==> src/rtl/byte_striping_pkg.sv <==
// Shared types and constants for the byte striping block.
// Latency: n/a (declarations only).
// Backpressure: n/a.
package byte_striping_pkg;

    localparam int NUM_LANES = 4;

    typedef logic [7:0] lane_t;
    typedef lane_t [NUM_LANES-1:0] group_t;

    // K28.5 data value, used to fill lanes of a flushed partial group
    localparam lane_t DEFAULT_PAD_BYTE = 8'hBC;

    typedef enum logic {
        OUT_EMPTY = 1'b0,
        OUT_FULL  = 1'b1
    } out_state_t;

    // Even parity per lane: bit i is the XOR of all bits of lane i
    function automatic logic [NUM_LANES-1:0] group_parity(input group_t g);
        logic [NUM_LANES-1:0] p;
        for (int i = 0; i < NUM_LANES; i++) begin
            p[i] = ^g[i];
        end
        return p;
    endfunction

endpackage

==> src/rtl/byte_striping_outreg.sv <==
// One-entry valid/ready holding register for a 4-lane group.
// Latency: 1 cycle from load_i to lanes_valid_o.
// Backpressure: group held stable while lanes_valid_o && !lanes_ready_i; caller loads only when empty or draining.
// Ports: clk/reset_L, load_i + group_i (new group), lanes_ready_i (consumer),
//        lanes_o/lanes_valid_o (held group), lane_parity_o when BYTE_STRIPING_PARITY_EN is defined.
module byte_striping_outreg
    import byte_striping_pkg::*;
(
    input  logic   clk,
    input  logic   reset_L,
    input  logic   load_i,
    input  group_t group_i,
    input  logic   lanes_ready_i,
    output group_t lanes_o,
    output logic   lanes_valid_o
`ifdef BYTE_STRIPING_PARITY_EN
    ,
    output logic [NUM_LANES-1:0] lane_parity_o
`endif
);

    out_state_t state_q;
    group_t     lanes_q;
`ifdef BYTE_STRIPING_PARITY_EN
    logic [NUM_LANES-1:0] parity_q;
`endif

    always_ff @(posedge clk or negedge reset_L) begin
        if (!reset_L) begin
            state_q  <= OUT_EMPTY;
            lanes_q  <= '0;
`ifdef BYTE_STRIPING_PARITY_EN
            parity_q <= '0;
`endif
        end else begin
            if (load_i) begin
                lanes_q  <= group_i;
`ifdef BYTE_STRIPING_PARITY_EN
                parity_q <= group_parity(group_i);
`endif
            end
            case (state_q)
                OUT_EMPTY: if (load_i) state_q <= OUT_FULL;
                // load while draining keeps FULL: back-to-back groups, no bubble
                OUT_FULL:  if (!load_i && lanes_ready_i) state_q <= OUT_EMPTY;
                default:   state_q <= OUT_EMPTY;
            endcase
        end
    end

    assign lanes_o       = lanes_q;
    assign lanes_valid_o = (state_q == OUT_FULL);
`ifdef BYTE_STRIPING_PARITY_EN
    assign lane_parity_o = parity_q;
`endif

endmodule

==> src/rtl/byte_striping.sv <==
// Stripes a serial byte stream round-robin over four lanes, emitted as 4-byte groups.
// Latency: 1 cycle from the 4th accepted byte (or an effective flush) to lanes_valid.
// Backpressure: in_ready drops only for the slot-3 byte while the output group is stalled; flush waits likewise.
// Ports: in_data/in_valid/in_ready (byte input), flush (pad out partial group),
//        Lane_0..Lane_3/lanes_valid/lanes_ready (group output), ctr_3 (next slot index),
//        lane_parity (only with BYTE_STRIPING_PARITY_EN defined).
module byte_striping
    import byte_striping_pkg::*;
#(
    parameter lane_t PAD_BYTE = DEFAULT_PAD_BYTE,
    parameter int    LANE_W   = 8
) (
    input  logic              clk,
    input  logic              reset_L,
    input  logic [LANE_W-1:0] in_data,
    input  logic              in_valid,
    output logic              in_ready,
    input  logic              flush,
    output logic [LANE_W-1:0] Lane_0,
    output logic [LANE_W-1:0] Lane_1,
    output logic [LANE_W-1:0] Lane_2,
    output logic [LANE_W-1:0] Lane_3,
    output logic              lanes_valid,
    input  logic              lanes_ready,
    output logic [1:0]        ctr_3
`ifdef BYTE_STRIPING_PARITY_EN
    ,
    output logic [NUM_LANES-1:0] lane_parity
`endif
);

    logic [1:0]  ctr_q, ctr_d;
    lane_t [2:0] collect_q, collect_d;   // slot 3 is never stored: it is always the live byte
    logic        can_load;
    logic        accept;
    logic        flush_go;
    logic        xfer;
    group_t      group;
    group_t      lanes;

    always_comb begin
        can_load = !lanes_valid || lanes_ready;
        in_ready = !((ctr_q == 2'd3) && !can_load);
        accept   = in_valid && in_ready;
        // flush with nothing collected is a no-op; otherwise it waits for the output register
        flush_go = flush && (ctr_q != 2'd0) && can_load;
        xfer     = (accept && (ctr_q == 2'd3)) || flush_go;

        // slots below ctr are collected, slot ctr takes the live byte, the rest are padded
        for (int i = 0; i < 3; i++) begin
            if (2'(i) < ctr_q)                 group[i] = collect_q[i];
            else if (2'(i) == ctr_q && accept) group[i] = in_data;
            else                               group[i] = PAD_BYTE;
        end
        group[3] = (accept && (ctr_q == 2'd3)) ? in_data : PAD_BYTE;

        collect_d = collect_q;
        for (int i = 0; i < 3; i++) begin
            if (accept && (ctr_q == 2'(i))) collect_d[i] = in_data;
        end

        ctr_d = ctr_q;
        if (xfer)        ctr_d = 2'd0;
        else if (accept) ctr_d = ctr_q + 2'd1;
    end

    always_ff @(posedge clk or negedge reset_L) begin
        if (!reset_L) begin
            ctr_q     <= 2'd0;
            collect_q <= '0;
        end else begin
            ctr_q     <= ctr_d;
            collect_q <= collect_d;
        end
    end

    byte_striping_outreg u_outreg (
        .clk           (clk),
        .reset_L       (reset_L),
        .load_i        (xfer),
        .group_i       (group),
        .lanes_ready_i (lanes_ready),
        .lanes_o       (lanes),
        .lanes_valid_o (lanes_valid)
`ifdef BYTE_STRIPING_PARITY_EN
        ,
        .lane_parity_o (lane_parity)
`endif
    );

    assign Lane_0 = lanes[0];
    assign Lane_1 = lanes[1];
    assign Lane_2 = lanes[2];
    assign Lane_3 = lanes[3];
    assign ctr_3  = ctr_q;

endmodule

==> config.mk <==
export PLATFORM = sky130hd
export DESIGN_NAME = byte_striping
export DESIGN_NICKNAME = d
export VERILOG_FILES = /design/src/rtl/byte_striping_pkg.sv /design/src/rtl/byte_striping_outreg.sv /design/src/rtl/byte_striping.sv
export SDC_FILE = /design/constraint.sdc
export NUM_CORES = 1
export LEC_CHECK = 0
export CAP_MARGIN = 40
export CORE_MARGIN = 8
export CORE_UTILIZATION = 42
export DETAILED_ROUTE_END_ITERATION = 8
export PLACE_DENSITY = 0.63
export SYNTH_ARGS = -nofsm -noshare
export SYNTH_HDL_FRONTEND = slang
export SYNTH_SLANG_ARGS = --single-unit
export TNS_END_PERCENT = 10
==> constraint.sdc <==
create_clock -name clk -period 3.9 [get_ports clk]
set_input_delay 0.78 -clock clk [delete_from_list [all_inputs] [get_ports clk]]
set_output_delay 0.78 -clock clk [all_outputs]
set_load 0.05 [all_outputs]
**Yosys cells after proc, flatten, opt, wreduce, memory -nomap -nowiden**

Cells that the tools add are included.

- Add/sub/neg operators: 1
- $lt $le $gt $ge: 3
- Equality and inequality tests: 5
- Mux-type cells: 12
- Bitwise gates (word level): 1
- Reduce and logical (&&, ||, !) cells: 20

Operators with widths:

| cell | number |
|---|---|
| 8-bit two-way mux | 7 |
| 1-bit logical AND | 11 |
| 2-bit == test (second input constant) | 2 |
| 1-bit logical NOT | 4 |
| 1-bit by 2-bit < comparator with 1-bit output (first input constant) | 2 |
| 2-bit two-way mux | 2 |
| 2-bit nonzero test | 2 |
| 2-bit by 1-bit adder with 2-bit output (second input constant) | 1 |
| 1-bit by 2-bit == test with 1-bit output (first input constant) | 1 |
| 2-bit by 1-bit == test with 1-bit output (second input constant) | 1 |
| 2-bit == test (first input constant) | 1 |
| 2-bit logical NOT | 1 |
| 1-bit logical OR | 2 |
| 2-bit < comparator (first input constant) | 1 |
| 1-bit two-way mux | 2 |
| 1-bit case mux with 2 select lines | 1 |
| 1-bit inverter | 1 |

- Register bits: 59
- Input bits: 13
- Output and inout port bits: 36
- Word-level logic and storage cells: 51

**Depth between registers and ports, before layout**

- Depth after elaboration: 12
- Mapped depth: 8

**By module**

Synthesis repeated with hierarchy kept, for this count alone.

- Cell total of the unflattened synthesis: 206
- Area, all modules: 2,852.7 um^2

Modules (own cells, without submodules):

| module | instances | cells an instance | area an instance (um^2) |
|---|---|---|---|
| byte_striping | 1 | 135 | 1,475.2 |
| byte_striping_outreg | 1 | 71 | 1,377.6 |

**Least setup slack after synthesis**

OpenSTA, ideal clock, no wires.

- Kind: register -> output
- Start: reg ctr_q[1], in the netlist ctr_3[1]
- End: out in_ready
- Data arrival time: 1.659 ns
- Required time: 3.120 ns
- Setup slack: 1.461 ns
- Cell stages (with the launch flop): 5
- Path buffers: 1
- Cell sequence: dfrtp_1 -> ha_1 -> and3b_4 -> buf_2 -> inv_1

- Cells in the longest elaborated chain, start to end: 3

RTL lines:

| what | RTL line | RTL |
|---|---|---|
| start: declaration | byte_striping.sv:32 | `logic [1:0] ctr_q, ctr_d;` |
| start signal: assignment | byte_striping.sv:72 | `ctr_q <= ctr_d;` |
| 2-bit == test | byte_striping.sv:43 | `in_ready = !((ctr_q == 2'd3) && !can_load);` |
| 1-bit logical AND | byte_striping.sv:43 |  |
| 1-bit logical NOT | byte_striping.sv:43 |  |
| end: declaration | byte_striping.sv:17 | `output logic in_ready,` |

No other way between the ends.

**Worst setup path after layout**

Ends and elaborated chain as after synthesis.

==> impl_metrics.yaml <==
timing:
  slew_headroom_pct: 55.5
  setup_tns_ns: 0
  rsz0062_at_grt: "no"
  fmax_ghz: 0.311
  finalCriticalPeriod_ns: 3.21
  skew_ns: 0.00373
  final_max_slew_viol_count: 0
  hold_violations: 0
  min_period_over_period_pct: 82.3
  setup_viol: 0
  worst_pin_slew_ns: 0.667
  timing.final.ws_setup_ns: 0.690
grt:
  use_met3_pct: 4.37
  grt_overflow: 0
  grt_pass1_wl_um: 10900
  grt_use_met2_pct: 23.0
  grt_start_max_net_pins: 26
  busiest_layer: "met2"
  use_met1_pct: 20.6
  grt_pass1_vias: 2095
  antenna_found_initial: 0
  grt_usage_pct: 15.6
routing:
  drc_errors: 0
  postRouteAntennaNets: 0
  first_pass_iters: 4
  wl_per_cell_um: 18.3
  detailroute.via_count: 1934
  vias_per_cell: 5.54
  drt_wl_total_um: 6400
  drtIter0Drc: 56
worst_setup_path:
  timing.rr.end: "u_outreg.lanes_o[8]$_DFFE_PN0P_"
  cp_data_required_time_ns: 3.12
  cp-start-kind: "flip-flop"
  crit_path_end: "in_ready"
  r2r_start: "ctr_3[1]$_DFFE_PN0P_"
  crit_arrival_ns: 2.43
  reg2reg_depth: 5
  startpoint: "ctr_3[1]$_DFFE_PN0P_"
  setup.worst_path.end_class: "output pin"
  crit_fanout: 18
  reg2reg_slack_ns: 1.11
  critical_path_class: "reg2out"
yosys:
  ys_warn_count: 0
  ys_ff_latch: 59
  ys_types: 30
  netlist_area_um2: 2680
  synth_ff_type: "dfrtp_1"
  ys_seq_area_share_pct: 55.1
  syn_avg_cell_area_um2: 12.5
  ys_async_sr_fraction_pct: 100
  synth.largest_area_cell: "dfrtp_1"
  synth_top_area_share_pct: 55.1
  synth-edff-count: 0
  synth_nets: 233
  synth_cells: 215
  ys_top_cells_by_area: "dfrtp_1 55%, mux2_2 13%, a32o_1 3.7%"
floorplanning:
  num_rows: 29
  io-pin-count: 49
  dieArea_um2: 9190
  die_x_um: 95.8
  die_h_um: 95.8
  core_um2: 6240
  initial_utilization_pct: 42.9
clocking:
  clk_pin_slew_ns: 0.07
  cts_tree: "yes"
  cts_num_sinks: 59
  clock_latency_ns: 0.34
  cts_root_buf: "clkbuf_8"
  postCtsHoldBufs: 0
  postCtsSetupBuffers: 0
  cts_repair_resize_count: 0
  clk_path_buf_depth: 2
  numCtsBuffers: 9
  h-tree-depth: 3
run:
  max-cap-violations: 0
cells_and_area:
  fill_cells: 586
  drive_gt1_share_pct: 19.5
  area_delta_synth_final_pct: 27.8
  antennaDiodeCount: 0
  multiInputGateArea_um2: 1070
  regArea_um2: 1480
  fin_nets: 287
placed_design:
  post-place-ws_ns: 0.755
  dp_hpwl_um: 4430
  io_buffers: 48
  place_congestion: 0.750
status:
  status: "completed"
hold_path:
  worstHoldPathType: "in2async"
power:
  leakage_nw: 1.46
  peakVddDrop_uv: 530
  powerDensity_nw_per_um2: 993
-- registers in the layout, indices dropped and copies added (netlist names) --
name                    cells
u_outreg.lanes_o           32
ctr_3                       2
collect_q                  24
u_outreg.lanes_valid_o      1
-- power by group --
part	internal, mW	leakage (nW)	total, mW	switching, mW
logic	0.691	0.665	1.77	1.08
registers	0.913	0.697	1.09	0.176
clock network	0.303	0.0950	0.539	0.236
-- cells in the mapped netlist, types with 6 or more instances --
| cell | n |
|---|---|
| buf_2 | 6 |
| mux2i_1 | 8 |
| o22ai_1 | 7 |
| nand2_1 | 14 |
| a32o_1 | 10 |
| dfrtp_1 | 59 |
| inv_1 | 20 |
| mux2_2 | 30 |
| o41ai_1 | 6 |
| or4_1 | 10 |
-- routing by layer --
layer  vias up  share of wire, %
met5         -                 0
met4         0               2.7
met3        16               6.4
met2        53                43
met1       966                47
li1        899                 -
-- final cells by class --
| class | count | share of cell area [%] |
|---|---|---|
| multi-input cells | 127 | 31.4 |
| clock inverters | 3 | 1.17 |
| repair buffers | 52 | 15.1 |
| flip-flops and latches | 59 | 43.2 |
| well taps | 77 | 2.82 |
| clock buffers | 11 | 4.13 |
| inverters | 20 | 2.19 |
-- worst min-delay path by stage --
| stage | from | to | slack (ns) | cells past startpoint |
|---|---|---|---|---|
| after floorplan | reset_L | collect_q[0]$_DFFE_PN0N_ | 0.48 | 0 |
| after CTS | reset_L | u_outreg.lanes_o[12]$_DFFE_PN0P_ | 0.36 | 1 |
| after global placement | u_outreg.lanes_o[10]$_DFFE_PN0P_ | u_outreg.lanes_o[10]$_DFFE_PN0P_ | 0.48 | 1 |
| after detailed placement | u_outreg.lanes_o[15]$_DFFE_PN0P_ | u_outreg.lanes_o[15]$_DFFE_PN0P_ | 0.49 | 1 |
| after global routing | reset_L | u_outreg.lanes_o[12]$_DFFE_PN0P_ | 0.39 | 1 |
| final | reset_L | u_outreg.lanes_o[12]$_DFFE_PN0P_ | 0.36 | 1 |
-- cell families after synthesis --
kind of cell	count (synthesis)	share of synthesized area [%]
compound gates	49	14.8
simple gates	35	7.34
buf+inv	29	4.77
mux	38	15.6
flops	59	55.1
fa+ha+maj	5	2.34
-- placed cells by master (no fill, tap or decap), drive strengths merged, types with 7 or more instances in the layout --
master	n
nand2	14
a32o	10
clkdlybuf4s50	47
dfrtp	59
mux2i	8
or4	10
o22ai	7
mux2	30
inv	20
clkbuf	11
-- metrics by stage --
step	area (um^2)	util [%]	instances	power [mW]	hold slack, ns
finish	3420	54.8	349	3.40	0.357
detailed placement	3240	51.9	335	2.88	0.490
CTS	3420	54.8	349	3.43	0.364
floorplan	2680	-	215	2.33	0.481
global route	3420	54.8	349	3.60	0.388
global placement	3220	51.6	334	2.86	0.482
-- critical path, cell delays in order, from the launching register on --
cell and delay (ns):
dfrtp_1 0.71, ha_1 0.39, and3b_4 0.25, inv_1 0.04
clkdlybuf4s50_1 0.70
(Power assumes the default switching activity.)
